$ cat config.mk
export PLATFORM = sky130hd
export DESIGN_NAME = control_sequencer_flat
export DESIGN_NICKNAME = d
export VERILOG_FILES = /design/src/rtl/control_sequencer_if.sv /design/src/rtl/control_sequencer.sv /design/src/flat_wrapper.sv
export SDC_FILE = /design/constraint.sdc
export NUM_CORES = 1
export LEC_CHECK = 0
export BUFFER_PORTS_ARGS = -buffer_cell sky130_fd_sc_hd__buf_2
export CORE_UTILIZATION = 43
export CTS_CLUSTER_DIAMETER = 100
export DETAILED_ROUTE_END_ITERATION = 12
export PLACE_DENSITY = 0.76
export SLEW_MARGIN = 20
export SYNTH_ARGS = -nofsm -noshare
export SYNTH_HDL_FRONTEND = slang
export SYNTH_SLANG_ARGS = --single-unit
export TNS_END_PERCENT = 30
$ cat constraint.sdc
create_clock -name clk -period 2 [get_ports clk]
set_clock_uncertainty 0.1 [all_clocks]
set_input_delay 0.6 -clock clk [delete_from_list [all_inputs] [get_ports clk]]
set_output_delay 0.6 -clock clk [all_outputs]
set_load 0.02 [all_outputs]
$ cat src/rtl/control_sequencer_if.sv
// control_sequencer_if: sequencer <-> memory/PC/datapath bundle.
//   instr      program memory read data at current PC
//   zero_flag  accumulator == 0
//   carry_flag carry/borrow of last ALU op
//   mem_rd     program memory read strobe
//   pc_enable  PC increment request
//   pc_load    PC parallel-load request
//   pc_in      PC load value
//   acc_load   accumulator write strobe
//   alu_op     0 PASS, 1 ADD, 2 SUB, 3 AND, 4 OR
//   operand    IR operand field
//   halted     1 while halted
//   step, run  single-step controls (only with SINGLE_STEP_EN)
interface control_sequencer_if #(
    parameter int WIDTH = 4,
    parameter int OPW   = 4
);
    logic [OPW+WIDTH-1:0] instr;
    logic                 zero_flag;
    logic                 carry_flag;
    logic                 mem_rd;
    logic                 pc_enable;
    logic                 pc_load;
    logic [WIDTH-1:0]     pc_in;
    logic                 acc_load;
    logic [2:0]           alu_op;
    logic [WIDTH-1:0]     operand;
    logic                 halted;
`ifdef SINGLE_STEP_EN
    logic                 step;
    logic                 run;
    modport master (
        input  instr, zero_flag, carry_flag, step, run,
        output mem_rd, pc_enable, pc_load, pc_in, acc_load, alu_op, operand, halted
    );
    modport slave (
        output instr, zero_flag, carry_flag, step, run,
        input  mem_rd, pc_enable, pc_load, pc_in, acc_load, alu_op, operand, halted
    );
`else
    modport master (
        input  instr, zero_flag, carry_flag,
        output mem_rd, pc_enable, pc_load, pc_in, acc_load, alu_op, operand, halted
    );
    modport slave (
        output instr, zero_flag, carry_flag,
        input  mem_rd, pc_enable, pc_load, pc_in, acc_load, alu_op, operand, halted
    );
`endif
endinterface

$ cat src/rtl/control_sequencer.sv
// control_sequencer: fetch/decode/execute FSM of the 4-bit processor.
//   clk    rising-edge clock
//   reset  synchronous active-high reset; gates every output to 0
//   bus    control_sequencer_if.master (memory, PC and datapath signals)
// Optional feature macro SINGLE_STEP_EN: adds bus.step/bus.run and a WAIT state
// that holds the FSM between instructions unless run or step is high.
module control_sequencer #(
    parameter int WIDTH = 4,
    parameter int OPW   = 4
) (
    input logic                 clk,
    input logic                 reset,
    control_sequencer_if.master bus
);
    localparam logic [OPW-1:0] OP_LDA = OPW'(1);
    localparam logic [OPW-1:0] OP_OR  = OPW'(5);
    localparam logic [OPW-1:0] OP_JMP = OPW'(6);
    localparam logic [OPW-1:0] OP_JZ  = OPW'(7);
    localparam logic [OPW-1:0] OP_JC  = OPW'(8);
    localparam logic [OPW-1:0] OP_HLT = '1;

`ifdef SINGLE_STEP_EN
    typedef enum logic [2:0] {FETCH, DECODE, EXECUTE, HALT, WAIT} state_t;
    localparam state_t START = WAIT;
`else
    typedef enum logic [2:0] {FETCH, DECODE, EXECUTE, HALT} state_t;
    localparam state_t START = FETCH;
`endif

    state_t               state, state_nx, resume;
    logic [OPW+WIDTH-1:0] ir;
    logic [OPW-1:0]       op;
    logic                 is_alu, taken;

    assign op     = ir[OPW+WIDTH-1:WIDTH];
    assign is_alu = op >= OP_LDA && op <= OP_OR;
    assign taken  = op == OP_JMP || (op == OP_JZ && bus.zero_flag) || (op == OP_JC && bus.carry_flag);

    // State entered after a completed instruction (and left from WAIT).
`ifdef SINGLE_STEP_EN
    assign resume = (bus.run || bus.step) ? FETCH : WAIT;
`else
    assign resume = FETCH;
`endif

    always_ff @(posedge clk) begin
        if (reset) begin
            state <= START;
            ir    <= '0;
        end else begin
            state <= state_nx;
            if (state == FETCH)
                ir <= bus.instr;
        end
    end

    // Every strobe is qualified with !reset so nothing escapes in the reset cycle.
    always_comb begin
        state_nx      = state;
        bus.mem_rd    = 1'b0;
        bus.pc_enable = 1'b0;
        bus.pc_load   = 1'b0;
        bus.pc_in     = '0;
        bus.acc_load  = 1'b0;
        bus.alu_op    = 3'd0;
        bus.halted    = 1'b0;
        bus.operand   = reset ? '0 : ir[WIDTH-1:0];
        case (state)
            FETCH: begin
                state_nx      = DECODE;
                bus.mem_rd    = !reset;
                bus.pc_enable = !reset;
            end
            DECODE: state_nx = EXECUTE;
            EXECUTE: begin
                state_nx     = (op == OP_HLT) ? HALT : resume;
                bus.acc_load = !reset && is_alu;
                bus.alu_op   = (!reset && is_alu) ? 3'(op - OP_LDA) : 3'd0;
                bus.pc_load  = !reset && taken;
                bus.pc_in    = (!reset && taken) ? ir[WIDTH-1:0] : '0;
                // The HLT execute cycle already reports halted.
                bus.halted   = !reset && op == OP_HLT;
            end
            HALT: bus.halted = !reset;
`ifdef SINGLE_STEP_EN
            WAIT: state_nx = resume;
`endif
            default: state_nx = START;
        endcase
    end
endmodule

$ cat src/flat_wrapper.sv
// flat-port wrapper written by rule: the top's interface ports become plain ports
module control_sequencer_flat 
#(
    parameter int WIDTH = 4,
    parameter int OPW   = 4
)
  (clk, reset, bus_instr, bus_zero_flag, bus_carry_flag, bus_mem_rd, bus_pc_enable, bus_pc_load, bus_pc_in, bus_acc_load, bus_alu_op, bus_operand, bus_halted);
  control_sequencer_if #(.WIDTH(WIDTH), .OPW(OPW)) bus_i ();
  input logic clk;
  input logic reset;
  input wire logic [$bits(bus_i.instr)-1:0] bus_instr;
  input wire logic [$bits(bus_i.zero_flag)-1:0] bus_zero_flag;
  input wire logic [$bits(bus_i.carry_flag)-1:0] bus_carry_flag;
  output wire logic [$bits(bus_i.mem_rd)-1:0] bus_mem_rd;
  output wire logic [$bits(bus_i.pc_enable)-1:0] bus_pc_enable;
  output wire logic [$bits(bus_i.pc_load)-1:0] bus_pc_load;
  output wire logic [$bits(bus_i.pc_in)-1:0] bus_pc_in;
  output wire logic [$bits(bus_i.acc_load)-1:0] bus_acc_load;
  output wire logic [$bits(bus_i.alu_op)-1:0] bus_alu_op;
  output wire logic [$bits(bus_i.operand)-1:0] bus_operand;
  output wire logic [$bits(bus_i.halted)-1:0] bus_halted;
  assign bus_i.instr = bus_instr;
  assign bus_i.zero_flag = bus_zero_flag;
  assign bus_i.carry_flag = bus_carry_flag;
  assign bus_mem_rd = bus_i.mem_rd;
  assign bus_pc_enable = bus_i.pc_enable;
  assign bus_pc_load = bus_i.pc_load;
  assign bus_pc_in = bus_i.pc_in;
  assign bus_acc_load = bus_i.acc_load;
  assign bus_alu_op = bus_i.alu_op;
  assign bus_operand = bus_i.operand;
  assign bus_halted = bus_i.halted;
  control_sequencer #(.WIDTH(WIDTH), .OPW(OPW)) u_core (.clk(clk), .reset(reset), .bus(bus_i));
endmodule
* Word level (Yosys, flattened, before mapping)
Index checks and enable logic that the tools add are counted.
** Word-level totals
- Output and inout bits :: 16
- Logic and storage cells :: 33
- Bits of input ports :: 12
- Flip-flop bits (word level) :: 11
** Operators by class
- Add/subtract/negate cells :: 1
- Equality and inequality tests :: 7
- Multiplexer cells :: 11
- $lt $le $gt $ge :: 2
- Reduce and logical (&&, ||, !) cells :: 10
** Operators with widths (count)
- 4-bit two-way mux :: 3
- 3-bit case mux with 4 select lines :: 1
- 4-bit by 3-bit == test with 1-bit output (second input constant) :: 2
- 4-bit == test (second input constant) :: 2
- 3-bit by 2-bit == test with 1-bit output (second input constant) :: 2
- 1-bit logical AND :: 6
- 3-bit two-way mux :: 2
- 4-bit by 1-bit greater-or-equal comparator with 1-bit output (second input constant) :: 1
- 4-bit by 3-bit less-or-equal comparator with 1-bit output (second input constant) :: 1
- 3-bit by 1-bit == test with 1-bit output (second input constant) :: 1
- 3-bit logical NOT :: 1
- 1-bit two-way mux :: 3
- 3-bit by 1-bit subtractor with 3-bit output (second input constant) :: 1
- 1-bit logical OR :: 2
- 2-bit two-way mux :: 1
- 1-bit case mux with 2 select lines :: 1
- 1-bit logical NOT :: 1

* Longest topological paths before layout
Gate-level depths: netlist of run 1.
- Word-level depth :: 7
- Gate-level depth with buffers :: 5
- Gate-level depth less buffers :: 5

* Worst setup path after synthesis of run 1
Ideal clock, no wire load.
- Path kind :: input to output
- Start :: input reset
- End :: output bus_pc_in[0]
- Stages on the path :: 3
- Slack :: -0.406 ns
- Buffers on the path :: 0
- Arrival :: 1.706 ns
- Required time :: 1.300 ns
- Cells stage by stage :: or3b_1 > a221oi_2 > and2_1
** Between the ends
- Cells in the longest elaborated chain, start to end :: 4
** RTL lines
- start, declared :: line flat_wrapper.sv:10 : input logic reset;
- 1-bit logical NOT :: line control_sequencer.sv:80 : bus.pc_in = (!reset && taken) ? ir[WIDTH-1:0] : '0;
- 1-bit logical AND :: line control_sequencer.sv:80
- 4-bit two-way mux :: line control_sequencer.sv:80
- 4-bit two-way mux :: line control_sequencer.sv:68 : case (state)
- end, declared :: line flat_wrapper.sv:17 : output wire logic [$bits(bus_i.pc_in)-1:0] bus_pc_in;
Every way passes these cells.

* Final worst setup path of run 1
- Start :: register u_core.ir[4]
- End :: output bus_pc_in[2]
** Between the ends
- Cells in the longest elaborated chain, start to end :: 7
- Elaborated cells between the ends (all ways) :: 10
- Classes of those cells :: eq/ne: 3; mux: 2; reduce/logical: 5
** RTL lines
- start, declared :: line control_sequencer.sv:31 : logic [OPW+WIDTH-1:0] ir;
- start signal, assigned :: line control_sequencer.sv:53 : ir <= bus.instr;
- 4-bit by 3-bit == test with 1-bit output :: line control_sequencer.sv:37 : assign taken = op == OP_JMP || (op == OP_JZ && bus.zero_flag) || (op == OP_JC && bus.carry_flag);
- 1-bit logical AND :: line control_sequencer.sv:37
- 1-bit logical OR :: line control_sequencer.sv:37
- 1-bit logical OR * :: line control_sequencer.sv:37
- 1-bit logical AND * :: line control_sequencer.sv:80
- 4-bit two-way mux * :: line control_sequencer.sv:80
- 4-bit two-way mux * :: line control_sequencer.sv:68
Mark *: on every way between the ends. The rest lies on a longest branch, timed or not.

==> metrics.yaml, run 1 <==
status:
  status: "complete, but fails checks"
  violations: "negative setup slack"
global_route:
  grt_pass1_vias: 592
  grt-ovfl-total: 0
  grt_usage_pct: 28.42
  grt_pass1_wl_mm: 2.635
  antenna_found_initial: 0
  grt_max_degree: 14
clocking:
  cts_root_buf: "clkbuf_4"
  tritoncts: "built"
  clk_pin_slew_worst_paths_ns: 0.07
  cts_buffers: 3
  cts.path.max_buffers: 2
  cts_max_level: 1
  cts_sinks: 10
  insertion_delay_ns: 0.28
worst_setup_path:
  endpoint_kind: "primary output"
  max_stage_delay_ns: 0.40
  path_cells: "inv_4, ha_4, nand4b_1, a221oi_4, and2_4, buf_6"
  worstPathRequired_ns: 1.30
  critPathBufInv: 2
  cp_data_arrival_time_ns: 1.71
  path_max_fanout: 5
  crit_family: "compound AO/OA/AOI/OAI gates"
  cp_slowest_cell: "a221oi_4"
  start_kind: "flop"
  criticalPathCategory: "flop to primary output"
sta:
  worstMarginPinSlew_ns: 0.3173
  fmax_mhz: 415.0
  post-route-period-util_pct: 120.5
  slew_viol_final: 0
  setup_violations: 13
  slew_headroom_pct: 78.85
  worst_slack_ns: -0.4095
  hold_violations: 0
  min_period_ns: 2.410
  rsz0062_at_grt: "yes"
floorplanning:
  die-area_um2: 1495
  die_w_um: 38.67
  initial_core_util_pct: 49.36
  row_count: 12
  coreArea_um2: 1171
  ios: 28
  dieHeight_um: 38.67
hold_path:
  hold_path.class: "primary input to flop"
synthesis:
  synth_nets: 83
  yosysTopAreaCellShare_pct: 34.63
  synth-edff-count: 0
  synthArstFlopShare_pct: 0
  synth_area_leaders: "dfxtp_1 (35%), ha_1 (11%), o22a_1 (6.1%), nand2_1 (5.8%), and2_1 (4.3%)"
  synth.avg_cell_area_um2: 8.758
  yosys_warnings: 0
  synth_most_common_cell: "dfxtp_1"
  ys_ff_latch: 10
  synth_top_cell_by_area: "dfxtp_1"
  syn_inst: 66
  synthTopCellsByCount: "dfxtp_1 (10), nand2_1 (9), ha_1 (5)"
  synth.distinct_cells: 28
  synth_flop_cell: "dfxtp_1"
  netlist_area_um2: 578.1
  synth-seq-area-share_pct: 34.63
power_and_ir_drop:
  clock_power_share_pct: 29.9
  swShare_pct: 31.97
  power_uw: 640.7
  p_seq_share_pct: 37.8
  irDropWorstVdd_v: 0.0004347
  internal_power_uw: 435.9
  pwr-share-comb_pct: 32.3
  power.leakage_nw: 0.4918
  p_sw_uw: 204.8
  p_per_area_nw_per_um2: 637.0
placement:
  dp_hpwl_mm: 1.094
  place_congestion: 0.7747
  io_buffers: 27
  dpl.cell_count: 118
  place_area_um2: 844.6
detailed_routing:
  drc_errors: 0
  ant_nets: 0
  via_per_inst: 5.276
  drt-initial-drc-count: 23
  routed_wl_mm: 1.970
  route.vias.total: 649
  wire_per_inst_um: 16.02
  first_pass_iters: 4
cells_and_area:
  num_antenna_cells: 0
  final_area_um2: 1006
  final_cells: 123
  fillers: 61
  layout-drive-gt1-share_pct: 64.22
  area_delta_synth_final_pct: 74.03
  nets: 127
flow_run:
  drv_cap: 0
cells by family (layout without fill, tap and decap cells):
group           count (synthesis)  count (layout)  synth area share, %
simple gates                   31              31                31.60
compound gates                 13              13                16.88
flops                          10              10                34.63
buf+inv                         6              49                4.545
fa+ha+maj                       5               5                10.82
xor+xnor                        1               1                1.515
layer usage:
metal / routed length (um) / vias to the layer above / track usage, %
met3: 90 / 7 / 9.827
li1: - / 310 / -
met2: 1018 / 21 / 47.08
met4: 64 / 0 / 20.69
met1: 796 / 311 / 29.12
met5: 0 / - / 0
placed cells by master (no fill, tap or decap), types with 4 or more instances in the layout:
master and instances:
nor2b_1 4, buf_6 5, nor2_1 4, dfxtp_1 6, buf_2 19, o22a_1 4, nand2_1 8, buf_4 18
a21oi_1 4, and2_4 4
sequential cells by signal, summed over array words and instances, names as in the netlist:
signal	count
u_core.ir	8
u_core.state	2
final timing paths:
check	startpoint	to	slack, ns	cells past startpoint
max	u_core.ir[4]	bus_pc_in[2]	-0.41	6
min	bus_instr[2]	u_core.ir[2]	0.45	2
max reg2reg	u_core.ir[5]	u_core.state[1]	0.64	5
min reg2reg	u_core.state[1]	u_core.state[0]	0.48	2
worst reg2reg max path: stages, from the launching register on:
cell	delay (ns)
dfxtp_4	0.37
buf_4	0.14
ha_4	0.15
buf_4	0.14
a41oi_1	0.25
nor2_1	0.09
cell type report:
cell class,count,area [um^2],area share (%)
Sequential cell,10,207.7,20.65
Inverter,3,16.27,1.617
Clock buffer,4,36.28,3.607
Multi-Input combinational cell,50,441.7,43.91
Tap cell,14,17.52,1.741
Timing Repair Buffer,42,286.5,28.48
power groups by stage:
stage	registers, mW	logic, mW	clock network, mW
6_report	0.242	0.207	0.192
5_1_grt	0.243	0.221	0.203
4_1_cts	0.237	0.183	0.191
3_5_place_dp	0.240	0.166	0
3_3_place_gp	0.239	0.162	0
2_1_floorplan	0.241	0.0936	0
per-stage QoR:
stage | hold WS (ns) | utilization, % | TNS (ns) | worst slack, ns
after global routing | 0.4476 | 85.90 | -4.053 | -0.4678
after CTS | 0.4465 | 80.66 | -3.248 | -0.4189
after global placement | 0.3895 | 72.12 | -2.652 | -0.3904
after detailed placement | 0.3926 | 72.12 | -2.719 | -0.4022
final | 0.4465 | 85.90 | -3.316 | -0.4095
after floorplan | 0.3692 | - | -1.570 | -0.2836
timing repair:
action,CTS,global route
gates resized for setup,19,16
setup endpoints to repair,12,14
endpoints found under the hold margin,0,0
hold buffers,0,0
pin swaps,7,7
buffers inserted,1,0
No activity file was read; power rests on OpenSTA's default activity.
==> run 2, diff against run 1 <==
--- a/config.mk
+++ b/config.mk
@@ -9,7 +9,7 @@
 export CORE_UTILIZATION = 43
 export CTS_CLUSTER_DIAMETER = 100
 export DETAILED_ROUTE_END_ITERATION = 12
-export PLACE_DENSITY = 0.76
+export PLACE_DENSITY = 0.78
 export SLEW_MARGIN = 20
 export SYNTH_ARGS = -nofsm -noshare
 export SYNTH_HDL_FRONTEND = slang
==> run 2 against run 1 <==
Against the previous run:
- worst setup slack improved by 0.029 ns
- cell count unchanged
- first-iteration DRC count decreased by 70%
- clock-buffer cell count unchanged
- hold slack about the same
- non-clock buffer count unchanged
- critical path type unchanged
- cell area decreased by 0.99%
- the flow still finishes with violations (negative setup slack)
==> metrics.yaml, run 2 (synthesized netlist as in run 1, its figures left out) <==
placement:
  dp_hpwl_mm: 1.067  # -2.5%
  io_buffers: 27  # unchanged
  place_congestion: 0.7081  # -8.6%
  place_area_um2: 837.1  # -0.89%
detailed_routing:
  route.vias.total: 606  # -6.6%
  first_pass_iters: 3  # -1
  ant_nets: 0  # unchanged
  wire_per_inst_um: 13.44  # -16%
  routed_wl_mm: 1.653  # -16%
  drt-initial-drc-count: 7  # -70%
  drc_errors: 0  # unchanged
  via_per_inst: 4.927  # -6.6%
status:
  violations: "negative setup slack"
  status: "complete, but fails checks"
sta:
  fmax_mhz: 420.1  # +1.2%
  timing.hold.ws_ns: 0.4466  # +0.0001190 ns
  setup_violations: 10  # -3
  worst_slack_ns: -0.3806  # +0.02895 ns
  hold_violations: 0  # unchanged
  rsz0062_at_grt: "yes"
  min_period_ns: 2.381  # -0.02894 ns
  worstMarginPinSlew_ns: 0.3135  # -0.003800 ns
  slew_headroom_pct: 79.10  # +0.25 points
  slew_viol_final: 0  # unchanged
  post-route-period-util_pct: 119.0  # -1.4 points
floorplanning:
  ios: 28  # unchanged
  die-area_um2: 1495  # unchanged
  initial_core_util_pct: 49.36  # unchanged
  die_w_um: 38.67  # unchanged
  coreArea_um2: 1171  # unchanged
  dieHeight_um: 38.67  # unchanged
  row_count: 12  # unchanged
cells_and_area:
  nets: 127  # unchanged
  mostFrequentLayoutCells: "buf_4 (19), buf_2 (18), nand2_1 (9)"
  layout-drive-gt1-share_pct: 60.55  # -3.7 points
  largest_reg_flops: 8  # unchanged
  reg.largest.list: "u_core.ir (8), u_core.state (2)"
  final_common_cell: "buf_4"
  post-route-util_pct: 85.04  # -0.85 points
  num_antenna_cells: 0  # unchanged
  final_area_um2: 996.0  # -0.99%
  area_delta_synth_final_pct: 72.29
  regMostFlops: "u_core.ir"
clocking:
  cts_buffers: 3  # unchanged
  clk_pin_slew_worst_paths_ns: 0.07  # about the same
  cts_hold_buf: 0  # unchanged
  cts_root_buf: "clkbuf_4"
  cts.path.max_buffers: 2  # unchanged
  tritoncts: "built"
  insertion_delay_ns: 0.28  # about the same
  cts_max_level: 1  # unchanged
  cts_sinks: 10  # unchanged
worst_setup_path:
  start_kind: "flop"
  r2r_cells: 4  # -1
  cp_slowest_cell: "dfxtp_2"
  max_stage_delay_ns: 0.33  # -0.07 ns
  criticalPathCategory: "flop to primary output"
  startpoint: "u_core.ir[4]"
  reg2reg_slack_ns: 0.69  # +0.05 ns
  path_max_fanout: 5  # unchanged
  path_cells: "inv_2, ha_1, and2b_1, a221oi_4, and2_4, buf_6"
  rr_startpoint: "u_core.state[0]"
  cp_data_arrival_time_ns: 1.68  # -0.03 ns
  endpoint_kind: "primary output"
  worstPathRequired_ns: 1.30  # about the same
  critPathCapture: "bus_pc_in[1]"
  critPathBufInv: 2  # unchanged
  path_depth: 6  # unchanged
  r2r_end: "u_core.ir[2]"
  crit_family: "simple AND/OR/NAND/NOR gates"
power_and_ir_drop:
  power.leakage_nw: 0.4884  # -0.68%
  p_per_area_nw_per_um2: 629.3  # -1.2%
  power_uw: 626.8  # -2.2%
  irDropWorstVdd_v: 0.0004926  # +13%
global_route:
  grt_max_degree: 14  # unchanged
  grt_pass1_wl_mm: 2.490  # -5.5%
  grt-ovfl-total: 0  # unchanged
  grt_pass1_vias: 577  # -2.5%
  grt_usage_pct: 27.58  # -0.84 points
  antenna_found_initial: 0  # unchanged
hold_path:
  hold_path.class: "primary input to flop"
flow_run:
  drv_cap: 0  # unchanged
run 2: cell counts in the layout (fill, tap and decap cells not counted):
No cell type changed its count.
run 2: final cells by class:
class / instances / area, um^2
repair buffers: 42 / 289.0
multi-input cells: 50 / 439.2
clock buffers: 4 / 36.28
fillers: 61 / 175.2
well taps: 14 / 17.52
flip-flops and latches: 10 / 202.7
inverters: 3 / 11.26
run 2: repair_timing:
item,4_1_cts,5_1_grt
pin swaps,11,4
resized for setup,27,2
setup buffers,2,0
endpoints found under the setup margin,12,12
run 2: report_power, final:
part,switching (mW),internal (mW)
logic,0.0985,0.0988
registers,0.0163,0.222
clock network,0.0800,0.111
run 2: per-layer routing:
layer  global-route usage (%)  vias to the layer above  share of wire (%)
met5                        0                        -                  0
met4                    20.69                        0                2.9
met3                    10.40                        5                3.7
met2                    46.25                       11                 53
met1                    27.02                      280                 40
li1                         -                      310                  -
run 2: worst min path at each step:
stage                 startpoint           end  slack, ns  cells after the start
floorplan           u_core.ir[5]  u_core.ir[5]       0.37                      2
global placement    u_core.ir[5]  u_core.ir[5]       0.39                      2
detailed placement  u_core.ir[5]  u_core.ir[5]       0.39                      2
CTS                 bus_instr[4]  u_core.ir[4]       0.44                      3
global route        bus_instr[2]  u_core.ir[2]       0.44                      2
finish              bus_instr[5]  u_core.ir[5]       0.45                      3
run 2: through the flow:
stage | setup TNS (ns) | setup WS (ns) | cells
floorplan | -1.570 | -0.2836 | 66
global placement | -2.681 | -0.3910 | 117
detailed placement | -2.809 | -0.4027 | 117
CTS | -3.273 | -0.3966 | 123
global route | -4.248 | -0.4872 | 123
finish | -3.258 | -0.3806 | 123
run 2: worst register-to-register path: cells and delay by family, from the launching register on:
family / cells / cell delay, ns
compound gates: 1 / 0.20
buf+inv: 2 / 0.34
flops: 1 / 0.32
simple gates: 1 / 0.25
==> run 3, diff against run 2 <==
--- a/config.mk
+++ b/config.mk
@@ -5,11 +5,12 @@
 export SDC_FILE = /design/constraint.sdc
 export NUM_CORES = 1
 export LEC_CHECK = 0
+export ABC_AREA = 1
 export BUFFER_PORTS_ARGS = -buffer_cell sky130_fd_sc_hd__buf_2
-export CORE_UTILIZATION = 43
+export CORE_UTILIZATION = 44
 export CTS_CLUSTER_DIAMETER = 100
 export DETAILED_ROUTE_END_ITERATION = 12
-export PLACE_DENSITY = 0.78
+export PLACE_DENSITY = 0.79
 export SLEW_MARGIN = 20
 export SYNTH_ARGS = -nofsm -noshare
 export SYNTH_HDL_FRONTEND = slang
==> run 3 against run 2 <==
Against the previous run:
- the run still ends with negative setup slack left
- sequential share of layout area increased by 3.5 points
- combinational power decreased by 20%
- worst setup slack gained 0.21 ns
- non-clock buffer count down 11
- die area up 1.7%
- clock power down 29%
- routed wire length decreased by 3.2%
- first-iteration DRC count grew to 2.9 times the previous value
- global-route usage decreased by 3.5 points
- fmax grew 9.7%
- critical path depth grew 2
- critical endpoint is now bus_alu_op[2]
- largest cell class unchanged
==> metrics.yaml, run 3 <==
status:
  status: "complete, but fails checks"
  violations: "negative setup slack"
sta:
  worst_slack_ns: -0.1693  # +0.2112 ns
  slew_headroom_pct: 87.91  # +8.8 points
  setup_violations: 9  # -1
  rsz0062_at_grt: "yes"
  fmax_mhz: 461.0  # +9.7%
  min_period_ns: 2.169  # -0.2112 ns
  hold_violations: 0  # unchanged
  post-route-period-util_pct: 108.5  # -11 points
  slew_viol_final: 0  # unchanged
  worstMarginPinSlew_ns: 0.1811  # -0.1324 ns
clocking:
  cts_hold_buf: 0  # unchanged
  clk_pin_slew_worst_paths_ns: 0.06  # about the same
  cts_root_buf: "clkbuf_4"
  insertion_delay_ns: 0.26  # -0.02 ns
  cts_sinks: 10  # unchanged
  tritoncts: "built"
  cts_max_level: 1  # unchanged
  cts_buffers: 3  # unchanged
  cts.path.max_buffers: 2  # unchanged
worst_setup_path:
  cp_slowest_cell: "dfxtp_4"
  max_stage_delay_ns: 0.38  # +0.05 ns
  path_cells: "inv_4, ha_4, inv_2, nand2_2, nand3_2, nand3_2, nor2_1, buf_4"
  crit_top_cell: "nand3_2"
  worstPathRequired_ns: 1.30  # about the same
  path_max_fanout: 4  # -1
  cp_data_arrival_time_ns: 1.47  # -0.21 ns
  endpoint_kind: "primary output"
  criticalPathCategory: "flop to primary output"
  start_kind: "flop"
placement:
  place_area_um2: 754.5  # -9.9%
  dpl.cell_count: 130  # +11%
  dp_hpwl_mm: 1.065  # -0.17%
  pre_cts_ws_ns: 0.01366  # +0.4164 ns
  io_buffers: 27  # unchanged
  place_congestion: 0.8012  # +13%
floorplanning:
  initial_core_util_pct: 50.74  # +1.4 points
  die-area_um2: 1520  # +1.7%
  coreArea_um2: 1186  # +1.3%
  dieHeight_um: 38.99  # +0.83%
  row_count: 12  # unchanged
  die_w_um: 38.99  # +0.83%
  ios: 28  # unchanged
cells_and_area:
  layout-drive-gt1-share_pct: 45.90  # -15 points
  final_area_um2: 870.8  # -13%
  final_cells: 136  # +11%
  num_antenna_cells: 0  # unchanged
  nets: 141  # +11%
  largest_reg_flops: 8  # unchanged
  regMostFlops: "u_core.ir"
  reg.largest.list: "u_core.ir (8), u_core.state (2)"
  area_delta_synth_final_pct: 44.70
  mostFrequentLayoutCells: "nand2_1 (17), buf_2 (17), inv_1 (16)"
synthesis:
  synth-seq-area-share_pct: 33.26  # -1.4 points
  ys_ff_latch: 10  # unchanged
  synthArstFlopShare_pct: 0  # unchanged
  yosys_warnings: 0  # unchanged
  synth_top_cell_by_area: "dfxtp_1"
  synth_nets: 106  # +28%
  netlist_area_um2: 601.8  # +4.1%
  yosysTopAreaCellShare_pct: 33.26  # -1.4 points
  synth_area_leaders: "dfxtp_1 (33%), inv_1 (12%), nand2_1 (11%), ha_1 (10%), nor2_1 (6.9%)"
  synth.avg_cell_area_um2: 6.762  # -23%
  synthTopCellsByCount: "inv_1 (19), nand2_1 (18), nor2_1 (11), dfxtp_1 (10), ha_1 (5)"
  synth_flop_cell: "dfxtp_1"
  synth-edff-count: 0  # unchanged
  syn_inst: 89  # +35%
  synth.distinct_cells: 19  # -32%
  synth_most_common_cell: "inv_1"
detailed_routing:
  routed_wl_mm: 1.600  # -3.2%
  drt-initial-drc-count: 20  # +13
  drc_errors: 0  # unchanged
  ant_nets: 0  # unchanged
  first_pass_iters: 4  # +1
  via_per_inst: 4.676  # -5.1%
  wire_per_inst_um: 11.76  # -12%
  route.vias.total: 636  # +5.0%
flow_run:
  drv_cap: 0  # unchanged
global_route:
  antenna_found_initial: 0  # unchanged
  grt_max_degree: 9  # -5
  grt_pass1_wl_mm: 2.421  # -2.8%
  grt-ovfl-total: 0  # unchanged
  grt_pass1_vias: 590  # +2.3%
  grt_usage_pct: 24.11  # -3.5 points
power_and_ir_drop:
  power.leakage_nw: 0.5071  # +3.8%
  irDropWorstVdd_v: 0.0003997  # -19%
  p_per_area_nw_per_um2: 610.3  # -3.0%
hold_path:
  hold_path.class: "flop to flop"
## run 3: cell count changes in the layout (fill, tap and decap cells not counted), sizes merged, moves of 2 or more
| cell | previous run | this run |
|---|---|---|
| nor2 | 5 | 15 |
| nand2 | 9 | 21 |
| o21ai | 1 | 5 |
| buf | 42 | 31 |
| and2 | 4 | 0 |
| o22a | 4 | 0 |
| nor2b | 4 | 0 |
| and2b | 2 | 0 |
| inv | 3 | 23 |
| nand3 | 0 | 4 |
## run 3: critical path: cells and delay by family (launching register included)
kind          cells  cell delay [ns]
fa+ha+maj         1             0.16
buf+inv           3             0.27
flops             1             0.38
simple gates      4             0.40
## run 3: per-stage QoR
step / hold slack (ns) / util [%] / power, mW / setup TNS [ns]
after floorplan: 0.3636 / - / 0.3311 / 0
after global placement: 0.3756 / 63.61 / 0.3672 / 0
after detailed placement: 0.3798 / 63.61 / 0.3718 / 0
after CTS: 0.3891 / 72.36 / 0.5277 / -0.5887
after global routing: 0.4087 / 73.42 / 0.5681 / -1.734
final: 0.3827 / 73.42 / 0.5314 / -0.9896
## run 3: final timing paths
kind                      from         endpoint  slack (ns)  cells past startpoint
hold / removal    u_core.ir[0]     u_core.ir[0]        0.38                      2
hold reg to reg   u_core.ir[0]     u_core.ir[0]        0.38                      2
setup reg to reg  u_core.ir[4]  u_core.state[0]        0.92                      5
setup / recovery  u_core.ir[4]    bus_alu_op[2]       -0.17                      8
## run 3: area by class of cell
type,instances,area (um^2)
clock buffers,3,22.52
fillers,94,315.3
inverters,23,93.84
multi-input cells,55,327.8
flip-flops and latches,10,207.7
well taps,14,17.52
repair buffers,31,201.4
## run 3: report_power, final
part	switching [mW]	internal [mW]
clock	0.0665	0.0693
combinational	0.0949	0.0622
sequential	0.0176	0.221
## run 3: metal layers
layer	global-route usage [%]	part of all wire [%]	vias to the layer above	wire [um]
met5	0	0	-	0
met2	38.33	51	24	818
met4	12.93	0.75	0	12
li1	-	-	330	-
met1	29.41	42	280	678
met3	5.780	5.6	2	90
## run 3: kinds of logic (layout without fill, tap and decap cells)
kind of cell	Yosys count	in the layout	share of synthesized area (%)
flip-flops	10	10	33.26
buffers and inverters	24	57	16.01
AO/OA/AOI/OAI	9	9	8.107
AND/OR/NAND/NOR	41	41	32.22
adder cells (fa/ha/maj)	5	5	10.40
## run 3: what timing repair did
item                                    in CTS  in global routing
endpoints found under the hold margin        0                  0
pin swaps                                    3                  0
gates resized for setup                     25                  2
buffers inserted                             2                  1
gates cloned                                 0                  0
endpoints found under the setup margin      10                 10
